<file path="src/rtl/ex_mem_wb_pipe.sv">
// ex_mem_wb_pipe: EX/MEM and MEM/WB pipeline registers with data-memory handshake and write-back select
module ex_mem_wb_pipe #(
    parameter int DATA_W   = 16,
    parameter int REG_W    = 4,
    parameter int MAX_WAIT = 15
) (
    input  logic              clk,
    input  logic              rst_n,
    input  logic              ex_valid,
    input  logic              ex_reg_write,
    input  logic              ex_mem_to_reg,
    input  logic              ex_mem_read,
    input  logic              ex_mem_write,
    input  logic [REG_W-1:0]  ex_dest_reg,
    input  logic [DATA_W-1:0] ex_alu_result,
    input  logic [DATA_W-1:0] ex_store_data,
    input  logic              flush,
    input  logic              mem_ready,
    input  logic [DATA_W-1:0] mem_rdata,
    output logic              mem_req,
    output logic              mem_we,
    output logic [DATA_W-1:0] mem_addr,
    output logic [DATA_W-1:0] mem_wdata,
    output logic              stall_out,
    output logic              em_reg_write,
    output logic [REG_W-1:0]  em_dest_reg,
    output logic [DATA_W-1:0] em_alu_result,
    output logic              mw_reg_write,
    output logic [REG_W-1:0]  mw_dest_reg,
    output logic [DATA_W-1:0] mw_wb_data,
    output logic              mem_timeout
);
    logic              em_valid_q, em_valid_d;
    logic              em_rw_q, em_rw_d;
    logic              em_m2r_q, em_m2r_d;
    logic              em_mr_q, em_mr_d;
    logic              em_mw_q, em_mw_d;
    logic [REG_W-1:0]  em_dest_q, em_dest_d;
    logic [DATA_W-1:0] em_alu_q, em_alu_d;
    logic [DATA_W-1:0] em_sd_q, em_sd_d;
    logic              flush_pending_q, flush_pending_d;
    logic              mw_valid_q, mw_valid_d;
    logic              mw_rw_q, mw_rw_d;
    logic [REG_W-1:0]  mw_dest_q, mw_dest_d;
    logic [DATA_W-1:0] mw_data_q, mw_data_d;
    logic [7:0]        wait_cnt_q, wait_cnt_d;
    logic              timeout_q, timeout_d;

    assign mem_req       = em_valid_q & (em_mr_q | em_mw_q);
    assign stall_out     = mem_req & ~mem_ready;
    assign mem_we        = em_valid_q & em_mw_q;
    assign mem_addr      = em_alu_q;
    assign mem_wdata     = em_sd_q;
    assign em_reg_write  = em_valid_q & em_rw_q & (em_dest_q != '0);
    assign em_dest_reg   = em_dest_q;
    assign em_alu_result = em_alu_q;
    assign mw_reg_write  = mw_valid_q & mw_rw_q & (mw_dest_q != '0);
    assign mw_dest_reg   = mw_dest_q;
    assign mw_wb_data    = mw_data_q;
    assign mem_timeout   = timeout_q;

    // Next state: both stages freeze on a stall, MEM/WB emits a bubble, a flush seen mid-stall kills the next capture
    always_comb begin
        em_valid_d      = stall_out ? em_valid_q : ex_valid & ~flush & ~flush_pending_q;
        em_rw_d         = stall_out ? em_rw_q : ex_reg_write;
        em_m2r_d        = stall_out ? em_m2r_q : ex_mem_to_reg;
        em_mr_d         = stall_out ? em_mr_q : ex_mem_read;
        em_mw_d         = stall_out ? em_mw_q : ex_mem_write;
        em_dest_d       = stall_out ? em_dest_q : ex_dest_reg;
        em_alu_d        = stall_out ? em_alu_q : ex_alu_result;
        em_sd_d         = stall_out ? em_sd_q : ex_store_data;
        flush_pending_d = stall_out & (flush_pending_q | flush);
        mw_valid_d      = ~stall_out & em_valid_q;
        mw_rw_d         = stall_out ? mw_rw_q : em_rw_q;
        mw_dest_d       = stall_out ? mw_dest_q : em_dest_q;
        mw_data_d       = stall_out ? mw_data_q : (em_m2r_q ? mem_rdata : em_alu_q);
        wait_cnt_d      = ~stall_out ? 8'd0 : (wait_cnt_q == 8'hFF ? wait_cnt_q : wait_cnt_q + 8'd1);
        timeout_d       = timeout_q | (stall_out & (wait_cnt_q == 8'(MAX_WAIT)));
    end

    // State registers with synchronous active-low reset clearing everything
    always_ff @(posedge clk) begin
        if (!rst_n) begin
            em_valid_q      <= 1'b0;
            em_rw_q         <= 1'b0;
            em_m2r_q        <= 1'b0;
            em_mr_q         <= 1'b0;
            em_mw_q         <= 1'b0;
            em_dest_q       <= '0;
            em_alu_q        <= '0;
            em_sd_q         <= '0;
            flush_pending_q <= 1'b0;
            mw_valid_q      <= 1'b0;
            mw_rw_q         <= 1'b0;
            mw_dest_q       <= '0;
            mw_data_q       <= '0;
            wait_cnt_q      <= '0;
            timeout_q       <= 1'b0;
        end else begin
            em_valid_q      <= em_valid_d;
            em_rw_q         <= em_rw_d;
            em_m2r_q        <= em_m2r_d;
            em_mr_q         <= em_mr_d;
            em_mw_q         <= em_mw_d;
            em_dest_q       <= em_dest_d;
            em_alu_q        <= em_alu_d;
            em_sd_q         <= em_sd_d;
            flush_pending_q <= flush_pending_d;
            mw_valid_q      <= mw_valid_d;
            mw_rw_q         <= mw_rw_d;
            mw_dest_q       <= mw_dest_d;
            mw_data_q       <= mw_data_d;
            wait_cnt_q      <= wait_cnt_d;
            timeout_q       <= timeout_d;
        end
    end
endmodule

</file>
<file path="config.mk">
export PLATFORM = sky130hd
export DESIGN_NAME = ex_mem_wb_pipe
export DESIGN_NICKNAME = d
export VERILOG_FILES = /design/src/rtl/ex_mem_wb_pipe.sv
export SDC_FILE = /design/constraint.sdc
export NUM_CORES = 1
export LEC_CHECK = 0
export CELL_PAD_IN_SITES_DETAIL_PLACEMENT = 1
export CELL_PAD_IN_SITES_GLOBAL_PLACEMENT = 2
export CORE_MARGIN = 5
export CORE_UTILIZATION = 37
export CTS_CLUSTER_DIAMETER = 30
export CTS_CLUSTER_SIZE = 40
export DETAILED_ROUTE_END_ITERATION = 10
export DONT_BUFFER_PORTS = 1
export GPL_TIMING_DRIVEN = 0
export PLACE_DENSITY = 0.86
export RECOVER_POWER = 50
export SLEW_MARGIN = 20
export SYNTH_ARGS = -nofsm -noshare
export SYNTH_HDL_FRONTEND = slang
export SYNTH_SLANG_ARGS = --single-unit
</file>
<file path="constraint.sdc">
create_clock -name clk -period 2.9 [get_ports clk]
set_input_delay 0.435 -clock clk [delete_from_list [all_inputs] [get_ports clk]]
set_output_delay 0.435 -clock clk [all_outputs]
set_load 0.1 [all_outputs]
</file>
Word level (Yosys, flattened, before mapping)

Index checks and enable logic that the tools add are counted.

Register bits after elaboration: 73
Output and inout port bits: 78
Word-level logic and storage cells: 41

$add $sub $neg: 1
Equal/unequal tests: 2
Muxes and demuxes: 1
Bitwise logic cells: 19
Reduce and logical (&&, ||, !) cells: 3

Operators with widths:

| operator            | number |
|---|---|
| $mux 16             | 1 |
| $and 1x1->1         | 12 |
| $add 8x1->8 const B | 1 |
| $eq 8x4->1 const B  | 1 |
| $eq 8x8->1 const B  | 1 |
| $reduce_bool 4->1   | 2 |
| $not 1->1           | 4 |
| $or 1x1->1          | 3 |
| $reduce_and 2->1    | 1 |

Longest topological paths before layout

Gate-level depths: netlist of run 1.

Depth in word-level cells: 5
Gate-level depth with buffers: 5
Depth with buffers taken out: 4

Least setup slack after synthesis of run 1

OpenSTA, ideal clock, no wires.

Path kind: flip-flop to output port
From: register em_dest_q[3] (netlist: em_dest_reg[3])
To: output port em_reg_write
Arrival time: 2.400 ns
Data required time: 2.465 ns
Path slack: 0.065 ns
Stages on the path, launching flop included: 3
Path through: dfxtp_1 > nor4_1 > nor2_1

Word-level cells in the longest chain between the ends: 2

Ends and longest elaborated chain:

| what                   | RTL line | source |
|---|---|---|
| from (decl)            | 38       | `logic [REG_W-1:0] em_dest_q, em_dest_d;` |
| from (signal assigned) | 105      | `em_dest_q <= em_dest_d;` |
| $reduce_bool 4->1      | 54       | `assign em_reg_write = em_valid_q & em_rw_q & (em_dest_q != '0);` |
| $and 1x1->1            | 54       |  |
| to (decl)              | 25       | `output logic em_reg_write,` |

Every way passes these cells.

Worst setup path in the final report of run 1

From: register mw_dest_q[3] (netlist: mw_dest_reg[3])
To: output port mw_reg_write

Word-level cells in the longest chain between the ends: 2

Ends and longest elaborated chain:

| what                   | RTL line | source |
|---|---|---|
| from (decl)            | 44       | `logic [REG_W-1:0] mw_dest_q, mw_dest_d;` |
| from (signal assigned) | 111      | `mw_dest_q <= mw_dest_d;` |
| $reduce_bool 4->1      | 57       | `assign mw_reg_write = mw_valid_q & mw_rw_q & (mw_dest_q != '0);` |
| $and 1x1->1            | 57       |  |
| to (decl)              | 28       | `output logic mw_reg_write,` |

Every way passes these cells.

==> results of run 1 <==
[area by class of cell]
class                   count  area [sq um]  area share
flip-flops and latches     73          1463      0.4223
multi-input cells         241          1378      0.3978
plain buffers              50         269.0     0.07767
clock buffers              12         165.2     0.04769
well taps                 105         131.4     0.03793
clock inverters             4         50.05     0.01445
inverters                   2         7.507    0.002168
[layer usage]
| layer | wire [microns] | global-route usage |
|---|---|---|
| met5 | 0 | 0 |
| met3 | 869 | 0.07440 |
| met1 | 4140 | 0.2280 |
| met2 | 4665 | 0.3143 |
| met4 | 144 | 0.05853 |
[synthesized netlist by cell type (all sizes together)]
cell	instances
a211oi	18
a21boi	1
a21oi	49
a31oi	3
a41oi	1
and2	2
and2b	1
and3	4
and4	1
buf	34
clkbuf	16
dfxtp	73
ha	1
inv	2
mux2i	17
nand2	9
nand2b	1
nand3	47
nand3b	2
nand4	3
nor2	8
nor3	21
nor4	3
nor4bb	1
o21ai	45
or2	1
or3	1
or4	1
[stage by stage]
stage	worst slack, ps	total power [uW]
after floorplan	64.75	1694
after CTS	69.38	2613
after global routing	54.42	2682
final	98.12	2581
after global placement	-87.81	1753
after detailed placement	353.8	1760
[path summary, 6_finish.rpt]
check | start | slack, ps | cells after the start | to
setup / recovery | mw_dest_reg[3]$_SDFFE_PN0N_ | 100 | 2 | mw_reg_write
hold / removal | flush | 230 | 2 | flush_pending_q$_SDFF_PN0_
hold reg to reg | flush_pending_q$_SDFF_PN0_ | 450 | 2 | flush_pending_q$_SDFF_PN0_
setup reg to reg | em_valid_q$_SDFFE_PN0N_ | 970 | 5 | mw_wb_data[11]$_SDFFE_PN0N_
[kinds of logic (layout without fill, tap and decap cells)]
group                    count (synthesis)  after routing
multiplexers                            17             17
AND/OR/NAND/NOR                        106            106
adder cells (fa/ha/maj)                  1              1
flip-flops                              73             73
buffers and inverters                   52             68
AO/OA/AOI/OAI                          117            117
[power groups by stage]
stage	clock, uW	combinational [uW]	sequential (uW)
floorplan	0	250	1440
global placement	0	292	1460
detailed placement	0	298	1460
CTS	875	298	1440
global route	918	318	1450
finish	850	292	1440
==> impl_metrics.toml, run 1 <==
[critical_path]
worst_setup_path_end_kind = "output pin"
path_max_fanout = 3
worst_path_max_delay_cell = "dfxtp_1"
critical_path_data_arrival_time_ps = 2370
critical_path.cell_chain = "nor4_1, nor2_2"
buf_inv_on_cp = 0
worst_ep_required_time_ps = 2470
cpPeakStageDelay_ps = 1000
setup.worst_path.start_class = "register"
path_delay_family = "simple AND/OR/NAND/NOR gates"
setup.worst_path.class = "register to output pin"

[yosys]
yosys.area_share.xor_xnor = 0
synth_top_cell_area_share = 0.4659
synth.ff_latch_count = 73
synth.net_count = 428
cell_types_with_the_largest_area_share_after_synthesis = "dfxtp_1 47%, a21oi_1 7.8%, nand3_1 7.3%"
post_synth.cell_area_avg_sq_um = 8.570
syn_inst = 366
synth_adder_area_share = 0.003989
synthDominantAreaCellType = "dfxtp_1"
proportion_of_synthesized_area_in_mux_cells = 0.05425
synth.lib_cells_used.distinct = 35
synth_sequential_area_ratio = 0.4659
syn-cell-area_sq_mm = 0.003137
synth_simple_gate_area_share = 0.1775
main_combinational_cell_family_by_area_after_synthesis = "compound AO/OA/AOI/OAI gates"
area_fraction_in_compound_gates_after_synthesis = 0.2058
yosysWarningCount = 0

[floorplan]
die_area_sq_mm = 0.01042
initial_core_util = 0.3798
top_level_ports = 139
fp.dieH_microns = 102.1
placement_rows = 33
floorplan.core_area_sq_mm = 0.008258
floorplan.die.width_microns = 102.1

[sta]
fmaxAchievable_ghz = 0.3569
finalSetupViolations = 0
setup-tns-final_ps = 0
final_hold_viol_count = 0
time_the_final_worst_path_needs_with_i_o_delays_and_setup_ps = 2802
tightest_slew_ps = 1078
slew_viol_final = 0
rsz0062_at_grt = "no"
worst_clock_skew_ps = 10.93
timing.hold.ws_ps = 228.9
max-slew-margin-rel = 0.2803
fin_crit_sh = 0.9662

[flow_run]
cap_violations = 0

[detailed_routing]
drt_first_iter_violations = 52
detail-route-antenna-nets = 0
post-route-drc-count = 0
detail_route.first_pass.iterations = 4
avgViaCountPerCell = 5.674
wl_per_cell_microns = 20.16
drt_wl_total_microns = 9820
routed-via-count = 2763

[pwr]
power.switching_uw = 988.0
power.leakage_uw = 0.001207
switching_share = 0.3828
power.sequential.fraction = 0.557
clockPowerShare = 0.329
vdd.ir_drop.worst_mv = 0.2750
p_int_uw = 1593
comb_power_share = 0.113
cellPowerDensity_mw_per_mm2 = 745.2

[min_path]
hp-class = "input pin to register"

[cells_and_area]
final_cell_count_no_fill = 487
finish.instance_area_sq_mm = 0.003463
most_common_cell_after_layout_fill_and_taps_aside = "dfxtp_1"
final_util = 0.4194
drive_gt1_frac = 0.1309
fin_nets = 439
num_antenna_cells = 0
layout_common_cells = "72 x dfxtp_1, 49 x a21oi_1, 47 x nand3_1"
filler_cell_count = 989
area_delta_synth_final_pct = 10.41

[cts]
clock_tree_from_tritoncts = "yes"
worstSkewPairLatency_ps = 340
cts.repair.resized = 1
cts_post_setup_buffers_inserted = 0
clock_path_buffers = 2
cts_buffer_count = 9
clk_root_buffer_cell = "clkbuf_8"
ctsHoldBuffers = 0
worst_setup_hold_path_clk_slew_ps = 70
cts.sinks = 73
htree_levels = 3

[global_routing]
grt_first_pass_wirelength_microns = 15550
grt.total_usage = 0.1900
antenna_found_initial = 0
grt_overflow_total = 0
first_global_vias = 3026
grt_start_max_net_pins = 13

[place]
number_of_buffer_cells_added_on_primary_ports = 0
dp_cells = 471
gp_routability_congestion = 0.7449
place_area_sq_mm = 0.003273
place.detailed.hpwl_microns = 7125

[status]
status = "finished, final reports clean"
Note: power is estimated with default switching activity, not from simulation.
==> inputs of run 2 (changes only) <==
--- a/config.mk
+++ b/config.mk
@@ -5,17 +5,18 @@
 export SDC_FILE = /design/constraint.sdc
 export NUM_CORES = 1
 export LEC_CHECK = 0
+export ABC_AREA = 1
 export CELL_PAD_IN_SITES_DETAIL_PLACEMENT = 1
 export CELL_PAD_IN_SITES_GLOBAL_PLACEMENT = 2
 export CORE_MARGIN = 5
-export CORE_UTILIZATION = 37
+export CORE_UTILIZATION = 35
 export CTS_CLUSTER_DIAMETER = 30
 export CTS_CLUSTER_SIZE = 40
 export DETAILED_ROUTE_END_ITERATION = 10
 export DONT_BUFFER_PORTS = 1
 export GPL_TIMING_DRIVEN = 0
 export PLACE_DENSITY = 0.86
-export RECOVER_POWER = 50
+export RECOVER_POWER = 100
 export SLEW_MARGIN = 20
 export SYNTH_ARGS = -nofsm -noshare
 export SYNTH_HDL_FRONTEND = slang
==> impl_metrics.toml, run 2 <==
[pwr]
cellPowerDensity_mw_per_mm2 = 748.0
power.leakage_uw = 0.001359
vdd.ir_drop.worst_mv = 0.3001

[critical_path]
critical_path_data_arrival_time_ps = 2340
setup.worst_path.class = "register to output pin"
setup.worst_path.start_class = "register"
worst_setup_path_end_kind = "output pin"
path_max_fanout = 3
cpPeakStageDelay_ps = 1010
critical_path.cell_chain = "inv_1, a41oi_4"
worst_path_max_delay_cell = "dfxtp_1"
path_delay_family = "flip-flops"
buf_inv_on_cp = 1
worst_ep_required_time_ps = 2470

[floorplan]
floorplan.die.width_microns = 103.5
floorplan.core_area_sq_mm = 0.008636
fp.dieH_microns = 103.5
die_area_sq_mm = 0.01071
top_level_ports = 139
initial_core_util = 0.3541
placement_rows = 34

[yosys]
proportion_of_synthesized_area_in_mux_cells = 0
most_numerous_cell_types_in_the_synthesized_netlist = "125 x nor2_1, 73 x dfxtp_1, 44 x o21ai_1"
synthFlopType = "dfxtp_1"
main_combinational_cell_family_by_area_after_synthesis = "simple AND/OR/NAND/NOR gates"
synth_simple_gate_area_share = 0.2316
syn-cell-area_sq_mm = 0.003058
synth.most_common_cell = "nor2_1"
area_fraction_in_compound_gates_after_synthesis = 0.1526
syn_inst = 419
synth_sequential_area_ratio = 0.4779
synth_top_cell_area_share = 0.4779
yosysWarningCount = 0
synth.lib_cells_used.distinct = 22
synth.net_count = 481
synth.ff_latch_count = 73
yosys.area_share.xor_xnor = 0
synthDominantAreaCellType = "dfxtp_1"
cell_types_with_the_largest_area_share_after_synthesis = "dfxtp_1 48%, nor2_1 15%, o21ai_1 7.2%"
synth-edff-count = 0
post_synth.cell_area_avg_sq_um = 7.298
synth_adder_area_share = 0.004092
postSynth.asyncResetShare = 0

[detailed_routing]
post-route-drc-count = 0
detail_route.first_pass.iterations = 4
avgViaCountPerCell = 4.897
detailroute.wirelength.met2_microns = 4149
routed-via-count = 2659
drt_first_iter_violations = 43
top_signal_layer_used = "met4"
drt_wl_total_microns = 8881
detail-route-antenna-nets = 0
m1WireLength_microns = 3838
wl_per_cell_microns = 16.36
routed-wl-met3_microns = 782

[cts]
cts.sinks = 73
htree_levels = 3
worst_setup_hold_path_clk_slew_ps = 90
ctsHoldBuffers = 0
worstSkewPairLatency_ps = 350
cts_post_setup_buffers_inserted = 0
clk_root_buffer_cell = "clkbuf_8"
clock_path_buffers = 2
clock_tree_from_tritoncts = "yes"
cts.repair.resized = 0
cts_buffer_count = 9

[place]
place_area_sq_mm = 0.003214
gp_routability_congestion = 0.8219
place.detailed.hpwl_microns = 6656
number_of_buffer_cells_added_on_primary_ports = 0
pre_cts_slack_ps = 433.4
dp_cells = 527

[cells_and_area]
layout.area.seq_sq_mm = 0.001464
multi_input_area_sq_mm = 0.001201
layout_common_cells = "124 x nor2_1, 71 x o21ai_0, 71 x dfxtp_1"
area_delta_synth_final_pct = 7.938
most_common_cell_after_layout_fill_and_taps_aside = "nor2_1"
fin_nets = 492
final_cell_count_no_fill = 543
finish.instance_area_sq_mm = 0.003301
num_antenna_cells = 0
drive_gt1_frac = 0.1034
filler_cell_count = 1106

[flow_run]
cap_violations = 0

[global_routing]
antenna_found_initial = 0
grt_start_max_net_pins = 15
first_global_vias = 2676
grt_first_pass_wirelength_microns = 13810
grt_overflow_total = 0
grt.total_usage = 0.1692

[sta]
postLayoutSetupSlackWorst_ps = 128.2
time_the_final_worst_path_needs_with_i_o_delays_and_setup_ps = 2772
slew_viol_final = 0
timing.hold.ws_ps = 214.7
rsz0062_at_grt = "no"
worst_clock_skew_ps = 9.613
final_hold_viol_count = 0
setup-tns-final_ps = 0
finalSetupViolations = 0
fin_crit_sh = 0.9558
tightest_slew_ps = 1050
max-slew-margin-rel = 0.2993
fmaxAchievable_ghz = 0.3608

[min_path]
hp-class = "input pin to register"

[status]
status = "finished, final reports clean"
-- run 2: changes by cell type after synthesis, sizes merged, moves of 31 or more --
cell	change
o21ai	+35
a21oi	-40
inv	+31
nand2	+35
nand3	-39
nor2	+117
-- run 2: routing by layer --
layer / vias to the layer above / global-route usage
li1: 1331 / -
met1: 1240 / 0.2143
met2: 80 / 0.2701
met3: 8 / 0.05298
met4: 0 / 0.06275
met5: - / 0
-- run 2: power by group --
part	total, uW	switching [uW]	leakage [uW]	internal, uW
clock network	729	413	0.0000822	316
registers	1470	411	0.000604	1060
logic	271	209	0.000673	62.2
-- run 2: cell families (layout without fill, tap and decap cells) --
group / count (synthesis) / count (layout)
flip-flops: 73 / 73
AND/OR/NAND/NOR: 180 / 180
adder cells (fa/ha/maj): 1 / 1
buffers and inverters: 73 / 89
AO/OA/AOI/OAI: 92 / 92
-- run 2: worst paths after layout --
check | from | slack, ps | endpoint | cells past startpoint
max | em_dest_reg[0]$_SDFFE_PN0N_ | 130 | em_reg_write | 2
min | ex_store_data[4] | 210 | mem_wdata[4]$_SDFFE_PN0N_ | 2
max reg2reg | em_valid_q$_SDFFE_PN0N_ | 700 | mw_wb_data[13]$_SDFFE_PN0N_ | 7
min reg2reg | em_mr_q$_SDFFE_PN0N_ | 470 | em_mr_q$_SDFFE_PN0N_ | 2
-- run 2: layout make-up --
cell class / instances / share of cell area
plain buffers: 39 / 0.05876
clock inverters: 7 / 0.01630
inverters: 34 / 0.03904
well taps: 108 / 0.04094
multi-input cells: 273 / 0.3639
clock buffers: 9 / 0.03753
flip-flops and latches: 73 / 0.4435
-- run 2: per-stage QoR --
step / power [uW] / utilization
floorplan: 1729 / -
global placement: 1776 / 0.3706
detailed placement: 1785 / 0.3722
CTS: 2525 / 0.3928
global route: 2589 / 0.3822
finish: 2469 / 0.3822
-- run 2: worst reg2reg max path: cells and delay by family, from the launching register on --
kind	cells	cell delay (ps)
simple gates	5	930
buf+inv	2	830
flops	1	370
